`config.mk`:
```
export PLATFORM = sky130hd
export DESIGN_NAME = controle_acumulador
export DESIGN_NICKNAME = d
export VERILOG_FILES = /design/src/rtl/controle_acumulador.sv
export SDC_FILE = /design/constraint.sdc
export NUM_CORES = 1
export LEC_CHECK = 0
export ABC_AREA = 1
export BUFFER_PORTS_ARGS = -buffer_cell sky130_fd_sc_hd__buf_2
export CAP_MARGIN = 15
export CORE_ASPECT_RATIO = 1.25
export CORE_MARGIN = 2
export CORE_UTILIZATION = 53
export DETAILED_ROUTE_END_ITERATION = 16
export PLACE_DENSITY = 0.86
export SYNTH_ARGS = -nofsm -noshare
export SYNTH_HDL_FRONTEND = slang
export SYNTH_SLANG_ARGS = --single-unit
export TNS_END_PERCENT = 20
```
`constraint.sdc`:
```
create_clock -name clk -period 2 [get_ports clk]
set_clock_uncertainty 0.2 [all_clocks]
set_input_delay 0.2 -clock clk [delete_from_list [all_inputs] [get_ports clk]]
set_output_delay 0.2 -clock clk [all_outputs]
set_load 0.01 [all_outputs]
```
`src/rtl/controle_acumulador.sv`:
```
// Clocked accumulator/ALU controller: single-cycle ops plus a WIDTH-cycle shift-and-add multiply.
// Optional build macro SATURATE_EN: clamp add/multiply overflow to all-ones and subtract borrow to zero.
module controle_acumulador #(
  parameter int WIDTH = 4
) (
  input  logic             clk,
  input  logic             rst_n,
  input  logic [WIDTH-1:0] A,
  input  logic [2:0]       Op,
  input  logic             op_valid,
  output logic             op_ready,
  output logic [WIDTH-1:0] acc_out,
  output logic [WIDTH-1:0] saida,
  output logic             overflow,
  output logic             done
);
  localparam logic [0:0] IDLE = 1'b0;
  localparam logic [0:0] MUL  = 1'b1;
  localparam int CW = $clog2(WIDTH + 1);

  logic [0:0]         state;
  logic [WIDTH-1:0]   acc;
  logic [2*WIDTH-1:0] mcand, prod, prod_nxt;
  logic [WIDTH-1:0]   mplier;
  logic [CW-1:0]      cnt;

  logic [WIDTH:0]     sum, diff;
  logic               carry, borrow, mul_ovf, mul_last;
  logic [WIDTH-1:0]   add_res, sub_res, mul_res;

  assign op_ready = (state == IDLE);
  assign acc_out  = acc;

  assign sum      = {1'b0, acc} + {1'b0, A};
  assign diff     = {1'b0, acc} - {1'b0, A};
  assign carry    = sum[WIDTH];
  assign borrow   = diff[WIDTH];
  assign prod_nxt = prod + (mplier[0] ? mcand : '0);
  assign mul_ovf  = |prod_nxt[2*WIDTH-1:WIDTH];
  assign mul_last = (cnt == CW'(WIDTH - 1));

`ifdef SATURATE_EN
  assign add_res = carry   ? '1 : sum[WIDTH-1:0];
  assign sub_res = borrow  ? '0 : diff[WIDTH-1:0];
  assign mul_res = mul_ovf ? '1 : prod_nxt[WIDTH-1:0];
`else
  assign add_res = sum[WIDTH-1:0];
  assign sub_res = diff[WIDTH-1:0];
  assign mul_res = prod_nxt[WIDTH-1:0];
`endif

  always_ff @(posedge clk or negedge rst_n) begin
    if (!rst_n) begin
      state    <= IDLE;
      acc      <= '0;
      saida    <= '0;
      overflow <= 1'b0;
      done     <= 1'b0;
      mcand    <= '0;
      prod     <= '0;
      mplier   <= '0;
      cnt      <= '0;
    end else begin
      done <= 1'b0;
      if (state == IDLE) begin
        // op_ready is high in IDLE, so op_valid alone means accept
        if (op_valid) begin
          done <= (Op != 3'b111);
          case (Op)
            3'b000: begin acc <= '0; saida <= '0; overflow <= 1'b0; end
            3'b001: begin acc <= A; overflow <= 1'b0; end
            3'b010: ;
            3'b011: begin acc <= add_res; if (carry) overflow <= 1'b1; end
            3'b100: acc <= acc >> 1;
            3'b101: saida <= acc;
            3'b110: begin acc <= sub_res; if (borrow) overflow <= 1'b1; end
            default: begin
              state  <= MUL;
              mcand  <= {{WIDTH{1'b0}}, acc};
              mplier <= A;
              prod   <= '0;
              cnt    <= '0;
            end
          endcase
        end
      end else begin
        prod   <= prod_nxt;
        mcand  <= mcand << 1;
        mplier <= mplier >> 1;
        cnt    <= cnt + 1'b1;
        if (mul_last) begin
          acc   <= mul_res;
          state <= IDLE;
          done  <= 1'b1;
          if (mul_ovf) overflow <= 1'b1;
        end
      end
    end
  end
endmodule

```
==> flow_summary.json, run 1 <==
{
  "crit_slowest_cell": "dfrtp_1",
  "swShare_pct": 41.7,
  "power_frac_seq_pct": 26.7,
  "antenna_found_initial": 0,
  "power_density_mw_per_mm2": 1650,
  "fin_crit_ns": 2.18,
  "setup_violations": 4,
  "cts_tree": "built",
  "synth_cells": 300,
  "grt_pass1_vias": 2135,
  "syn_to_final_growth_pct": 22.1,
  "critPathTopFamily": "simple AND/OR/NAND/NOR gates",
  "numCtsBuffers": 5,
  "ys_seq_area_share_pct": 37.8,
  "max_slew_margin_pct": 48.7,
  "power.switching_uw": 1890,
  "portBuffers": 20,
  "fin_nets": 373,
  "insertion_delay_ns": 0.29,
  "start_util_pct": 54.9,
  "synth-seq-cells": 34,
  "grt.total_usage_pct": 24.2,
  "whs_ns": 0.0266,
  "yosysMostFrequentCell": "nand2_1",
  "ys_warn_count": 0,
  "viasPerCell": 5.37,
  "crit_top_cell": "nand2_1",
  "ioPinCount": 21,
  "reg2reg_from": "mplier[0]$_DFFE_PN0P_",
  "worstHoldEndpoint": "mplier[2]$_DFFE_PN0P_",
  "die_y_um": 76.9,
  "synth_cell_types": 29,
  "violations": "setup timing",
  "dieArea_mm2": 0.00479,
  "hp-start": "A[2]",
  "n_antenna_cell": 0,
  "worst_r2r_path_depth": 13,
  "cap_violations": 0,
  "synth_commonest_cells": "nand2_1, inv_1, dfrtp_1",
  "firstDrtPassIters": 5,
  "grt_max_degree": 35,
  "fmax_mhz": 458,
  "synthTopCellsByArea": "dfrtp_1, nand2_1, ha_1, inv_1, nand3_1",
  "cp_max_fo": 5,
  "clkPwrFrac_pct": 17.5,
  "rsz0062_at_grt": "yes",
  "pre_cts_ws_ns": -0.146,
  "crit_start": "mplier[0]$_DFFE_PN0P_",
  "synth_edf_count": 0,
  "rrSetupSlack_ns": -0.18,
  "dp_hpwl_um": 3890,
  "cp.arrival_ns": 2.22,
  "gp_congestion": 0.963,
  "drive_gt1_share_pct": 20.9,
  "die_x_um": 62.3,
  "outcome": "finished with violations",
  "finalCritPeriodShare_pct": 109,
  "leakage_uw": 0.00148,
  "post-route-util_pct": 67.0,
  "vdd_drop_max_uv": 1040,
  "root_buffer": "clkbuf_8",
  "cts_sinks": 34,
  "grt_overflow": 0,
  "grt_pass1_wl_um": 9270,
  "wl_per_cell_um": 13.5,
  "worst_slack_ns": -0.181,
  "cp-end-kind": "register",
  "first_iter_violations": 81,
  "synth_top_area_share_pct": 37.8,
  "ys.flop_type": "dfrtp_1",
  "ctsLongestPathBuffers": 2,
  "yosysTopAreaCell": "dfrtp_1",
  "hold_violations": 0,
  "path_cells": "nand2_1, inv_1, ha_2, inv_2, fa_2, nand3b_1, nand3_1, nand3_1, nor2_1, nand3_2, nand2_1, nand2_1, nand2_1",
  "fp-row-count": 26,
  "crit_buf_inv": 2,
  "p_int_uw": 2640,
  "cp-start-kind": "register",
  "worst_slew_pin_slew_ns": 0.770,
  "synthesis.area_mm2": 0.00225,
  "synthArstFlopShare_pct": 100,
  "syn_area_per_cell_um2": 7.50,
  "path_class": "register to register",
  "final_max_slew_viol_count": 0,
  "vias": 2148,
  "core_mm2": 0.00410,
  "syn_nets": 330,
  "hold_class": "primary input to register",
  "htree_levels": 2,
  "drc": 0,
  "clk_pin_slew_ns": 0.07,
  "cp_slowest_stage_delay_ns": 0.41,
  "holdPathStages": 3,
  "critPathRequiredTime_ns": 2.04,
  "fillers": 324,
  "comb_power_share_pct": 55.8,
  "detail-route-antenna-nets": 0,
  "wirelength_um": 5410,
  "r2r_end": "overflow$_DFFE_PN0P_"
}
-- worst reg2reg max path, stage by stage (launching register included) --
cell and delay [ns]:
dfrtp_1 0.41, nand2_1 0.07, inv_1 0.05, ha_2 0.17
inv_2 0.04, fa_2 0.36, nand3b_1 0.19, nand3_1 0.12
nand3_1 0.08, nor2_1 0.14, nand3_2 0.11, nand2_1 0.09
nand2_1 0.05, nand2_1 0.05
-- cells by family after synthesis --
kind of cell	Yosys count	share of synthesized area, %
adder cells (fa/ha/maj)	20	12.1
buffers and inverters	61	10.9
flip-flops	34	37.8
AO/OA/AOI/OAI	48	12.5
XOR/XNOR	1	0.389
AND/OR/NAND/NOR	136	26.3
-- cells in the final DEF, fill, tap and decap left out, types with 4 or more instances in the layout --
cell type  instances
inv_1             51
nor2_1            27
o22ai_1           14
o21ai_0           12
nand2_1           66
o21ai_1            4
clkbuf_8           6
buf_2             20
buf_4             22
nand3_1           20
a21oi_1           11
nand3b_1           4
nand2_2            6
ha_1              14
dfrtp_1           34
-- layer usage --
layer  vias to the layer above  global-route usage, %  part of all wire [%]
met3                        18                   4.25                   4.3
met2                        65                   43.0                    54
met1                      1011                   27.8                    39
met4                         0                   12.4                   2.9
li1                       1054                      -                     -
met5                         -                      0                     0
-- power groups by stage --
stage	registers [uW]	clock network, uW	logic (uW)
after floorplan	1200	0	1540
after global placement	1190	0	2300
after detailed placement	1200	0	2380
after CTS	1200	795	2450
after global routing	1240	821	2820
final	1210	792	2520
-- state kept, by name (all words and copies together) (netlist names) --
name / count
mcand: 8
prod: 8
done: 1
mplier: 4
overflow: 1
saida: 4
acc_out: 4
cnt: 3
state: 1
-- how the worst max path moves through the flow --
stage / cells after the start / to
after floorplan: 15 / overflow$_DFFE_PN0P_
after global placement: 14 / overflow$_DFFE_PN0P_
after detailed placement: 14 / overflow$_DFFE_PN0P_
after CTS: 14 / overflow$_DFFE_PN0P_
after global routing: 15 / overflow$_DFFE_PN0P_
final: 13 / overflow$_DFFE_PN0P_
-- per-stage QoR --
stage	setup TNS [ns]	area, um^2	std cells	power, uW
after floorplan	-0.0155	2260	300	2740
after global placement	-0.0575	2550	389	3490
after detailed placement	-0.197	2550	389	3580
after CTS	-0.227	2720	399	4450
after global routing	-1.28	2750	400	4880
final	-0.283	2750	400	4520
-- cell type report --
class                      count  area (um^2)  area share [%]
clock buffer                   6         82.6            3.01
clock inverter                 2         60.1            2.19
inverter                      53          199            7.24
multi-input combinational    205         1190            43.3
sequential                    34          851            31.0
tap                           56         70.1            2.55
timing repair buffer          44          295            10.7
-- timing repair --
action,4_1_cts,5_1_grt
endpoints found under the setup margin,4,9
hold buffers,1,0
pin swaps,2,4
resized for setup,3,7
endpoints found under the hold margin,34,0
setup buffers,1,1
No activity file was read; power rests on OpenSTA's default activity.
==> run 2: changes to the inputs <==
--- a/config.mk
+++ b/config.mk
@@ -9,7 +9,6 @@
 export BUFFER_PORTS_ARGS = -buffer_cell sky130_fd_sc_hd__buf_2
 export CAP_MARGIN = 15
 export CORE_ASPECT_RATIO = 1.25
-export CORE_MARGIN = 2
 export CORE_UTILIZATION = 53
 export DETAILED_ROUTE_END_ITERATION = 16
 export PLACE_DENSITY = 0.86
==> flow_summary.json, run 2 (synthesis gave the netlist of run 1 again) <==
{
  "outcome": "finished with violations",
  "violations": "setup timing",
  "critPathRequiredTime_ns": 1.99,
  "grt.total_usage_pct": 27.5,
  "fmax_mhz": 460,
  "setup_violations": 4,
  "post_dp_cell_area_mm2": 0.00255,
  "reg2reg_from": "mplier[0]$_DFFE_PN0P_",
  "ioPinCount": 21,
  "grt_pass1_vias": 2142,
  "clk_pin_slew_ns": 0.07,
  "path_class": "register to register",
  "drc": 0,
  "first_iter_violations": 82,
  "hold_class": "primary input to register",
  "grt_overflow": 0,
  "detail-route-antenna-nets": 0,
  "wl_per_cell_um": 13.9,
  "die_y_um": 74.9,
  "dp_cells": 389,
  "syn_to_final_growth_pct": 20.7,
  "numCtsBuffers": 5,
  "cts_tree": "built",
  "worst_slack_ns": -0.172,
  "setup_tns_ns": -0.283,
  "final_max_slew_viol_count": 0,
  "hp-start": "A[2]",
  "rrSetupSlack_ns": -0.17,
  "insertion_delay_ns": 0.29,
  "wirelength_um": 5550,
  "cp_max_fo": 4,
  "final_cell_count_no_fill": 398,
  "gp_congestion": 0.957,
  "die_x_um": 60.3,
  "worst_slew_pin_slew_ns": 0.760,
  "cp.arrival_ns": 2.16,
  "antenna_found_initial": 0,
  "viasPerCell": 5.37,
  "fin_crit_ns": 2.17,
  "drive_gt1_share_pct": 21.1,
  "grt_pass1_wl_um": 9130,
  "portBuffers": 20,
  "cts_setup_buffers": 0,
  "root_buffer": "clkbuf_8",
  "fin_area_mm2": 0.00272,
  "fin_nets": 371,
  "firstDrtPassIters": 4,
  "dieArea_mm2": 0.00451,
  "cp-end-kind": "register",
  "max_slew_margin_pct": 49.3,
  "rsz0062_at_grt": "yes",
  "final_common_cell": "nand2_1",
  "power_density_mw_per_mm2": 1620,
  "cts_sinks": 34,
  "htree_levels": 2,
  "n_antenna_cell": 0,
  "core_mm2": 0.00407,
  "final_cell_mix": "nand2_1, inv_1, dfrtp_1, nor2_1",
  "ctsLongestPathBuffers": 2,
  "vias": 2136,
  "dp_hpwl_um": 3970,
  "reg_top3": "mcand x8, prod x8",
  "fp-row-count": 26,
  "cap_violations": 0,
  "grt_max_degree": 35,
  "power_uw": 4400,
  "cp-start-kind": "register",
  "hold_violations": 0,
  "leakage_uw": 0.00146,
  "finalCritPeriodShare_pct": 109,
  "vdd_drop_max_uv": 1070,
  "crit_start": "mplier[0]$_DFFE_PN0P_",
  "fillers": 313,
  "start_util_pct": 55.4
}
## run 2: changes by cell type in the layout (fill, tap and decap cells not counted), moves of 2 or more
cell	previous run	this run
fa_2	1	3
fa_1	2	0
buf_4	22	20
clkinv_2	0	2
## run 2: critical path: stages, from the launching register on
cell	delay [ns]
dfrtp_1	0.39
nand2_1	0.07
inv_1	0.05
ha_1	0.15
inv_1	0.06
fa_2	0.35
nand3b_1	0.20
nand2_1	0.11
nand2_1	0.08
nand3b_1	0.12
nand2_2	0.08
nand3_2	0.09
nand2_1	0.05
nand2_1	0.05
nand2_1	0.04
## run 2: stage by stage
step           hold WS (ns)  worst slack, ns  utilization, %
2_1_floorplan        -0.296         -0.00807               -
3_3_place_gp          0.110          -0.0775            62.6
3_5_place_dp          0.111           -0.179            62.6
4_1_cts              0.0176           -0.144            66.5
5_1_grt              0.0270           -0.328            66.8
6_report             0.0278           -0.172            66.8
## run 2: timing repair
item | in CTS | in global routing
hold endpoints to repair | 34 | 0
hold buffers | 1 | 0
pin swaps | 1 | 0
setup endpoints to repair | 4 | 6
gates resized for setup | 5 | 7
## run 2: layer usage
layer / vias to the layer above / global-route usage, % / share of wire (%)
met3: 21 / 3.09 / 3.8
met4: 0 / 17.6 / 4.0
met5: - / 0 / 0
met2: 69 / 48.8 / 54
met1: 1002 / 30.6 / 39
li1: 1044 / - / -
## run 2: final timing paths
path	endpoint	cells past startpoint
setup / recovery	overflow$_DFFE_PN0P_	14
hold / removal	mplier[2]$_DFFE_PN0P_	3
setup reg to reg	overflow$_DFFE_PN0P_	14
hold reg to reg	cnt[0]$_DFFE_PN0P_	1
max in group asynchronous	saida[1]$_DFFE_PN0P_	2
min in group asynchronous	acc_out[0]$_DFFE_PN0P_	2
## run 2: layout make-up
cell class | instances | area, um^2 | share of cell area, %
tap | 56 | 70.1 | 2.58
sequential | 34 | 851 | 31.3
clock inverter | 3 | 40.0 | 1.47
inverter | 53 | 199 | 7.32
multi-input combinational | 205 | 1210 | 44.5
clock buffer | 5 | 68.8 | 2.53
timing repair buffer | 42 | 280 | 10.3
## run 2: power breakdown
part / internal, uW / switching, uW / total [uW]
clock network: 366 / 255 / 621
logic: 1130 / 1440 / 2570
registers: 993 / 220 / 1210
